## config.mk

```make
export PLATFORM = sky130hd
export DESIGN_NAME = led_show_sequencer_flat
export DESIGN_NICKNAME = d
export VERILOG_FILES = /design/src/rtl/led_show_if.sv /design/src/rtl/led_show_sequencer.sv /design/src/flat_wrapper.sv
export SDC_FILE = /design/constraint.sdc
export NUM_CORES = 1
export LEC_CHECK = 0
export CORE_MARGIN = 2
export CORE_UTILIZATION = 54
export CTS_CLUSTER_SIZE = 12
export DETAILED_ROUTE_END_ITERATION = 8
export GPL_TIMING_DRIVEN = 0
export PLACE_DENSITY_LB_ADDON = 0.15
export SETUP_SLACK_MARGIN = 0.05
export SYNTH_ARGS = -nofsm -noshare
export SYNTH_HDL_FRONTEND = slang
export SYNTH_SLANG_ARGS = --single-unit
```

## constraint.sdc

```tcl
create_clock -name clock -period 2.9 [get_ports clock]
set_input_delay 0.435 -clock clock [delete_from_list [all_inputs] [get_ports clock]]
set_output_delay 0.435 -clock clock [all_outputs]
set_load 0.1 [all_outputs]
```

## src/rtl/led_show_if.sv

```systemverilog
// Bus between UC_projeto / FD RAM and led_show_sequencer: start/done handshake, RAM read port, LEDs, debug.
// With LED_SHOW_ABORT_EN defined, the abortar/abortado pair is added.
interface led_show_if #(
  parameter int unsigned ADDR_W = 4,
  parameter int unsigned DATA_W = 4
);
  logic              iniciar;
  logic              pausa;
  logic [ADDR_W-1:0] last_addr;
  logic [DATA_W-1:0] mem_data;
  logic [ADDR_W-1:0] mem_addr;
  logic [DATA_W-1:0] leds;
  logic              ocupado;
  logic              pronto;
  logic [3:0]        db_estado;
`ifdef LED_SHOW_ABORT_EN
  logic              abortar;
  logic              abortado;

  modport master (
    output iniciar, pausa, last_addr, mem_data, abortar,
    input  mem_addr, leds, ocupado, pronto, db_estado, abortado
  );
  modport slave (
    input  iniciar, pausa, last_addr, mem_data, abortar,
    output mem_addr, leds, ocupado, pronto, db_estado, abortado
  );
`else
  modport master (
    output iniciar, pausa, last_addr, mem_data,
    input  mem_addr, leds, ocupado, pronto, db_estado
  );
  modport slave (
    input  iniciar, pausa, last_addr, mem_data,
    output mem_addr, leds, ocupado, pronto, db_estado
  );
`endif
endinterface

```

## src/rtl/led_show_sequencer.sv

```systemverilog
// Replays RAM entries 0..last_addr on the LEDs: T_ON ticks lit, T_OFF ticks dark, then pulses pronto.
// Optional abort (abortar/abortado) is enabled by defining LED_SHOW_ABORT_EN.
module led_show_sequencer #(
  parameter int unsigned ADDR_W = 4,
  parameter int unsigned DATA_W = 4,
  parameter int unsigned T_ON   = 500,
  parameter int unsigned T_OFF  = 250
) (
  input logic        clock,
  input logic        reset,
  led_show_if.slave  bus
);

  localparam int unsigned T_MAX = (T_ON > T_OFF) ? T_ON : T_OFF;
  localparam int unsigned TMR_W = $clog2(T_MAX + 1);

  typedef enum logic [2:0] {
    S_IDLE  = 3'd0,
    S_FETCH = 3'd1,
    S_LOAD  = 3'd2,
    S_ON    = 3'd3,
    S_OFF   = 3'd4,
    S_DONE  = 3'd5
  } state_t;

  state_t            state_q, state_d;
  logic [ADDR_W-1:0] addr_q, addr_d;
  logic [DATA_W-1:0] leds_q, leds_d;
  logic [TMR_W-1:0]  timer_q, timer_d;
  logic              ocupado_q, ocupado_d;
  logic              pronto_q, pronto_d;
  state_t            entry_state;
  logic [ADDR_W-1:0] entry_addr;
`ifdef LED_SHOW_ABORT_EN
  logic              abortado_q, abortado_d;
`endif

  // Every register freezes while pausa is high; reset overrides pausa.
  always_ff @(posedge clock) begin
    if (reset) begin
      state_q    <= S_IDLE;
      addr_q     <= '0;
      leds_q     <= '0;
      timer_q    <= '0;
      ocupado_q  <= 1'b0;
      pronto_q   <= 1'b0;
`ifdef LED_SHOW_ABORT_EN
      abortado_q <= 1'b0;
`endif
    end else if (!bus.pausa) begin
      state_q    <= state_d;
      addr_q     <= addr_d;
      leds_q     <= leds_d;
      timer_q    <= timer_d;
      ocupado_q  <= ocupado_d;
      pronto_q   <= pronto_d;
`ifdef LED_SHOW_ABORT_EN
      abortado_q <= abortado_d;
`endif
    end
  end

  // Next-state and next-register values.
  always_comb begin
    state_d     = state_q;
    addr_d      = addr_q;
    leds_d      = leds_q;
    timer_d     = timer_q;
    entry_state = S_FETCH;
    entry_addr  = addr_q + ADDR_W'(1);
`ifdef LED_SHOW_ABORT_EN
    abortado_d  = 1'b0;
`endif

    // End-of-entry decision, shared by ON (no gap) and OFF.
    if (addr_q == bus.last_addr) begin
      entry_state = S_DONE;
      entry_addr  = addr_q;
    end

    unique case (state_q)
      S_IDLE: begin
        if (bus.iniciar) begin
          state_d = S_FETCH;
          addr_d  = '0;
        end
      end
      S_FETCH: state_d = S_LOAD;
      S_LOAD: begin
        leds_d  = bus.mem_data;
        timer_d = '0;
        state_d = S_ON;
      end
      S_ON: begin
        if (timer_q == TMR_W'(T_ON - 1)) begin
          leds_d  = '0;
          timer_d = '0;
          if (T_OFF > 0) begin
            state_d = S_OFF;
          end else begin
            state_d = entry_state;
            addr_d  = entry_addr;
          end
        end else begin
          timer_d = timer_q + TMR_W'(1);
        end
      end
      S_OFF: begin
        if (timer_q == TMR_W'(T_OFF - 1)) begin
          timer_d = '0;
          state_d = entry_state;
          addr_d  = entry_addr;
        end else begin
          timer_d = timer_q + TMR_W'(1);
        end
      end
      S_DONE:  state_d = S_IDLE;
      default: state_d = S_IDLE;
    endcase

`ifdef LED_SHOW_ABORT_EN
    if (bus.abortar && (state_q inside {S_FETCH, S_LOAD, S_ON, S_OFF})) begin
      state_d    = S_IDLE;
      addr_d     = '0;
      leds_d     = '0;
      timer_d    = '0;
      abortado_d = 1'b1;
    end
`endif

    ocupado_d = (state_d inside {S_FETCH, S_LOAD, S_ON, S_OFF});
    pronto_d  = (state_d == S_DONE);
  end

  assign bus.mem_addr  = addr_q;
  assign bus.leds      = leds_q;
  assign bus.ocupado   = ocupado_q;
  assign bus.pronto    = pronto_q;
  assign bus.db_estado = 4'(state_q);
`ifdef LED_SHOW_ABORT_EN
  assign bus.abortado  = abortado_q;
`endif

endmodule

```

## src/flat_wrapper.sv

```systemverilog
// flat-port wrapper written by rule: the top's interface ports become plain ports
module led_show_sequencer_flat 
#(
  parameter int unsigned ADDR_W = 4,
  parameter int unsigned DATA_W = 4,
  parameter int unsigned T_ON   = 500,
  parameter int unsigned T_OFF  = 250
)
  (clock, reset, bus_iniciar, bus_pausa, bus_last_addr, bus_mem_data, bus_mem_addr, bus_leds, bus_ocupado, bus_pronto, bus_db_estado);
  led_show_if #(.ADDR_W(ADDR_W), .DATA_W(DATA_W)) bus_i ();
  input logic clock;
  input logic reset;
  input wire logic [$bits(bus_i.iniciar)-1:0] bus_iniciar;
  input wire logic [$bits(bus_i.pausa)-1:0] bus_pausa;
  input wire logic [$bits(bus_i.last_addr)-1:0] bus_last_addr;
  input wire logic [$bits(bus_i.mem_data)-1:0] bus_mem_data;
  output wire logic [$bits(bus_i.mem_addr)-1:0] bus_mem_addr;
  output wire logic [$bits(bus_i.leds)-1:0] bus_leds;
  output wire logic [$bits(bus_i.ocupado)-1:0] bus_ocupado;
  output wire logic [$bits(bus_i.pronto)-1:0] bus_pronto;
  output wire logic [$bits(bus_i.db_estado)-1:0] bus_db_estado;
  assign bus_i.iniciar = bus_iniciar;
  assign bus_i.pausa = bus_pausa;
  assign bus_i.last_addr = bus_last_addr;
  assign bus_i.mem_data = bus_mem_data;
  assign bus_mem_addr = bus_i.mem_addr;
  assign bus_leds = bus_i.leds;
  assign bus_ocupado = bus_i.ocupado;
  assign bus_pronto = bus_i.pronto;
  assign bus_db_estado = bus_i.db_estado;
  led_show_sequencer #(.ADDR_W(ADDR_W), .DATA_W(DATA_W), .T_ON(T_ON), .T_OFF(T_OFF)) u_core (.clock(clock), .reset(reset), .bus(bus_i));
endmodule
```

Word level (Yosys, flattened, before mapping)
Cells that the tools add are included.

Multipliers: 0. Bitwise operators: 1. Add/subtract/negate cells: 2. Magnitude comparators: 0. Muxes and demuxes: 14. Reduce and logical (&&, ||, !) cells: 8. Shift-type cells: 0. Equality and inequality tests: 16. Divide/modulo/power cells: 0.

Operators with widths (count): $pmux W9 S3 (1); $mux W9 (2); $mux W4 (4); $pmux W4 S2 (2); $pmux W3 S5 (1); $eq A3 B2 Y1 const B (4); $mux W3 (4); $add A9 B1 Y9 const B (1); $eq A3 B3 Y1 const B (3); $eq A9 B8 Y1 const B (1); $eq A9 B9 Y1 const B (1); $eq A3 B1 Y1 const B (2); $reduce_and A5 Y1 (1); $add A4 B1 Y4 const B (1); $eq A4 B4 Y1 (1); $ne A2 B1 Y1 const B (2); $ne A2 B2 Y1 const B (2); $reduce_bool A2 Y1 (2); $reduce_bool A4 Y1 (1); $logic_not A3 Y1 (1); $reduce_and A3 Y1 (1); $reduce_bool A3 Y1 (1); $reduce_and A2 Y1 (1); $not A1 Y1 (1).

Bits in read-only memories: 0. Input port bits: 12. Memory bits (writable): 0. Bits in latches: 0. Output and inout port bits: 14. Word-level logic and storage cells: 47. Flip-flop bits (word level): 22. Memories kept: 0.

Logic depth before layout (Yosys ltp)
Depth in word-level cells: 6. Depth in mapped cells: 7. Depth with buffers taken out: 7.

Worst setup path before layout
OpenSTA, ideal clock, no wires.

Path kind: register to register. Start point: reg u_core.state_q[2]. End point: reg u_core.addr_q[3], in the netlist u_core.bus.mem_addr[3]. Setup time: 0.095 ns. Buffers on the path: 2. Cell stages (with the launch flop): 8. Setup slack: 0.431 ns. Clock period less this slack: 2.469 ns. Arrival time: 2.374 ns. Data required time: 2.805 ns. Cells stage by stage: dfxtp_1 -> buf_6 -> or3b_1 -> buf_6 -> nor2_8 -> nand3_4 -> or4_1 -> o311ai_1.

Longest elaborated chain between the ends: 3. Elaborated cells on any way between the ends: 8. Those cells by class: eq/ne (4); mux (1); reduce/logical (3).

Ends and longest elaborated chain: start: declaration (line led_show_sequencer.sv:26) `state_t state_q, state_d;`; start signal: assignment (line led_show_sequencer.sv:51) `state_q <= state_d;`; $eq A3 B3 Y1 / $logic_not A3 Y1 (equally long branches) (line led_show_sequencer.sv:81) `unique case (state_q)`; $ne A2 B2 Y1 (no line) (tied with other cells); $reduce_and A5 Y1 (no line); end signal: assignment (line led_show_sequencer.sv:52) `addr_q <= addr_d;`; end: declaration (line led_show_sequencer.sv:27) `logic [ADDR_W-1:0] addr_q, addr_d;`.

Parallel ways exist; a longest one is shown, timed or not. A chain may end at the register's enable or synchronous reset.

Final worst setup path
Start point: reg u_core.addr_q[0], in the netlist u_core.bus.mem_addr[0]. End point: out bus_mem_addr[0].

RTL lines: end: declaration (line flat_wrapper.sv:17) `output wire logic [$bits(bus_i.mem_addr)-1:0] bus_mem_addr;`.

No word-level cell between the ends.

==> results summary <==
The run finished with clean final reports. The area growth from synthesis to final layout came out at 22.29%. The count of instances resized after the clock tree is built is 0.

Sorting the synthesized cells by area gives the leading types as dfxtp_1 34%, nor2_1 7.0%, a21oi_1 5.0%. Dividing total power by cell area gives a power density of 356.3 nW/µm². The estimated wirelength of the detail-placed design is 2123 µm. The signal on the critical path passes through clkdlybuf4s50_1. The count of TritonRoute iterations in the first routing pass came out at 4. After routing the design area is 1579 µm². The largest total area in the synthesized netlist belongs to dfxtp_1. After routing, the total negative slack on setup checks comes to 0 ns. The first global-routing pass estimated 4664 µm of wire. The number of sinks driven by the clock tree came out at 22.

During I/O placement, the number of pins put on the boundary was 26. The standard cell area after detailed placement is 1556 µm². The transition time at the pin with the least slew margin came out at 0.9746 ns. The mean routed wirelength per cell is 13.51 µm. The number of filler cells placed in the layout came out at 202.

The logic gate share of total power is 0.201. The TritonCTS clock tree is yes. The share of flip-flops with an asynchronous set or reset after synthesis is 0. The parity-gate share of the synthesized area counting xor and xnor cells came out at 0.08140.

The number of violations of the max-capacitance limit is 0. Counting along the longest clock path gives a buffer depth of 2. STA classifies the critical path startpoint as a flip-flop. The largest net degree at the start of global routing is 12. The hold slack is 0.5031 ns. The number of port buffers came out at 23. In this run the clock root is driven by a clkbuf_4. Of the total synthesized cell area, the portion taken by AND, OR, NAND and NOR gates is 0.3256. The initial utilization of the core area, before any placement, comes to 0.5782. In this run, synthesis produced a sequential element count of 22. The depth of the critical timing path with buffers and inverters included is 1. The compound-gate portion of the synthesized area came out at 0.1492. The number of setup buffers added after CTS is 0. STA classifies the critical path endpoint as a primary output. The number of antenna violations at the first check in global routing is 0. The analysis attributes to net switching a power of 0.1687 mW. The total via count in the routed design came out at 1177. In the final layout, the share of cells above drive strength 1 is 0.07735. The count of nets after finishing is 198.

On the worst path, the slowest cell contributes a delay of 1.18 ns. The worst setup skew after layout is 0.002684 ns. The final period demand of the worst path is 2.377 ns. For this run, the register share of the synthesized area comes to 0.3411. The site row count is 17. The number of diodes added for antenna fixing is 0. The kind of cell adding the most delay to the critical path is buffers and inverters.

The y dimension of the die is 52.90 µm. For this run the aggregate overflow at the end of global routing stands at 0. For the worst-skew pair, the clock arrives at the later sink with an insertion delay of 0.30 ns.

The number of synthesized flops with an enable pin came out at 0. In this run the static leakage power is 0.5523 nW. The summed instance area of the synthesized netlist came out at 1291 µm². The post-cts hold buffer count came out at 0. Among all cell types in the netlist, the one instantiated most often is nor2_1. The number of setup violations in the final report is 0. After clock tree synthesis, the clock-pin slew on the worst setup and hold paths is 0.12 ns. The category of the critical setup timing path is flip-flop to primary output. The arrival time reported for the critical path endpoint is 1.94 ns.

The worst slew slack as a fraction of its limit is 0.3482. The count of endpoints failing hold in the final timing report came out at 0. The synthesized area per cell is 8.331 µm². The yosys synthesis warning count is 0. The number of different library cells used by synthesis comes to 46. The total global-route track usage is 0.2226. At the worst endpoint, the required time is 2.47 ns.

For this run, the leading register cell type out of synthesis is dfxtp_1. The mux share of post-synthesis cell area is 0. Dividing the detail-routed via count by the number of cells gives 5.632. Timing would allow up to 420.7 MHz. Counting instances in the post-synthesis netlist gives the leading cell types as 24 x nor2_1, 22 x dfxtp_1, 13 x a21oi_1. The synthesized net count came out at 170. The max-slew violation total from the final report was 0. The DRC violation total after the first TritonRoute iteration came out at 20.

The placeable core region came out at 2233 µm². The depth of the worst register-to-register path is 7. The ratio of final minimum period to clock period is 0.8196. Of the total power, the clock network draws 0.245. The number of instances on the worst hold path is 2.

The maximum vdd ir drop is 282.1 µV. The arithmetic-cell share of the synthesized area counting full adders, half adders and majority gates came out at 0.02907. The cell count after synthesis came out at 155. The final routed wirelength across all metal layers came out at 2824 µm. The switching power share of the total came out at 0.2998. After synthesis, the largest family of logic cells by area is simple AND/OR/NAND/NOR gates. After detailed routing, the number of remaining DRC violations is 0. The share of synthesized area in the top cell type comes to 0.3411.

The final estimated routing congestion in global placement came out at 0.9056. The remaining antenna violation count after routing came out at 0. The CTS H-tree depth is 1. The area of the die came out at 2798 µm². Setup repair after global routing left no endpoint under its margin. The register share of total power is 0.553. Along the worst path, the maximum fanout reaches 6.

The via count of the first global-routing pass is 1103. The internal cell power came out at 0.3940 mW. In this run the worst hold path is classified as flip-flop to flip-flop. From left edge to right edge, the die measures 52.90 µm.

The buffer and inverter count on the worst path came out at 1. The clock buffer count from CTS came out at 3. For this design, the slowest cell found on the critical path is clkdlybuf4s50_1.
## metal layers
layer  track usage  vias up  part of all wire
met4       0.05128        0            0.0028
met5             0        -                 0
met2        0.3917       33              0.50
li1              -      596                 -
met3       0.04802        2             0.047
met1        0.2756      546              0.45
## path summary, 6_finish.rpt
path / from / endpoint / slack [ns]
setup reg to reg: u_core.state_q[2]$_SDFFE_PP0N_ / u_core.timer_q[8]$_SDFFE_PP0P_ / 0.99
hold reg to reg: u_core.bus.leds[3]$_SDFFE_PP0P_ / u_core.bus.leds[3]$_SDFFE_PP0P_ / 0.50
setup / recovery: u_core.bus.mem_addr[0]$_SDFFE_PP0P_ / bus_mem_addr[0] / 0.52
hold / removal: u_core.bus.leds[3]$_SDFFE_PP0P_ / u_core.bus.leds[3]$_SDFFE_PP0P_ / 0.50
## registers in the layout, summed over array words and instances, names as in the netlist
name / cells
u_core.bus.pronto: 1
u_core.bus.leds: 4
u_core.bus.mem_addr: 4
u_core.state_q: 3
u_core.timer_q: 9
u_core.bus.ocupado: 1
## metrics by stage
stage          power, mW    util  cells  setup slack, ns
6_report          0.5627  0.7070    209           0.5231
3_5_place_dp      0.4302  0.6969    206           0.8568
4_1_cts           0.5654  0.7070    209           0.5137
3_3_place_gp      0.4289  0.6969    206           0.8754
2_1_floorplan     0.3979       -    155           0.4305
5_1_grt           0.5850  0.7070    209           0.4646
## cell usage in the layout (no fill, tap or decap), types with 4 or more instances in the layout
cell	n
nor2_1	24
inv_1	5
nand2_1	9
xor2_1	5
nand4_1	4
o21ai_0	4
dfxtp_1	22
nand3_1	7
clkdlybuf4s50_1	23
xnor2_1	7
nor4b_1	5
clkbuf_1	6
a21oi_1	13
## power groups by stage
stage	Clock, mW	Sequential [mW]	Combinational (mW)
finish	0.138	0.311	0.113
global route	0.152	0.312	0.121
global placement	0	0.318	0.111
CTS	0.141	0.311	0.113
detailed placement	0	0.318	0.112
floorplan	0	0.349	0.0487
## cell type report
class                           instances  area [µm²]  share of cell area
Buffer                                 12       72.57             0.04596
Clock buffer                            3       22.52             0.01426
Inverter                                5       18.77             0.01189
Multi-Input combinational cell        116       759.5              0.4810
Sequential cell                        22       440.4              0.2789
Tap cell                               28       35.03             0.02219
Timing Repair Buffer                   23       230.2              0.1458
## kinds of logic after synthesis
family / after synthesis
xor gates and xnor gates: 12
AOI/OAI and AO/OA: 30
buffers and inverters: 17
and+or+nand+nor: 70
DFF: 22
adders and majority gates: 3
other: 1
No activity file was read; power rests on OpenSTA's default activity.
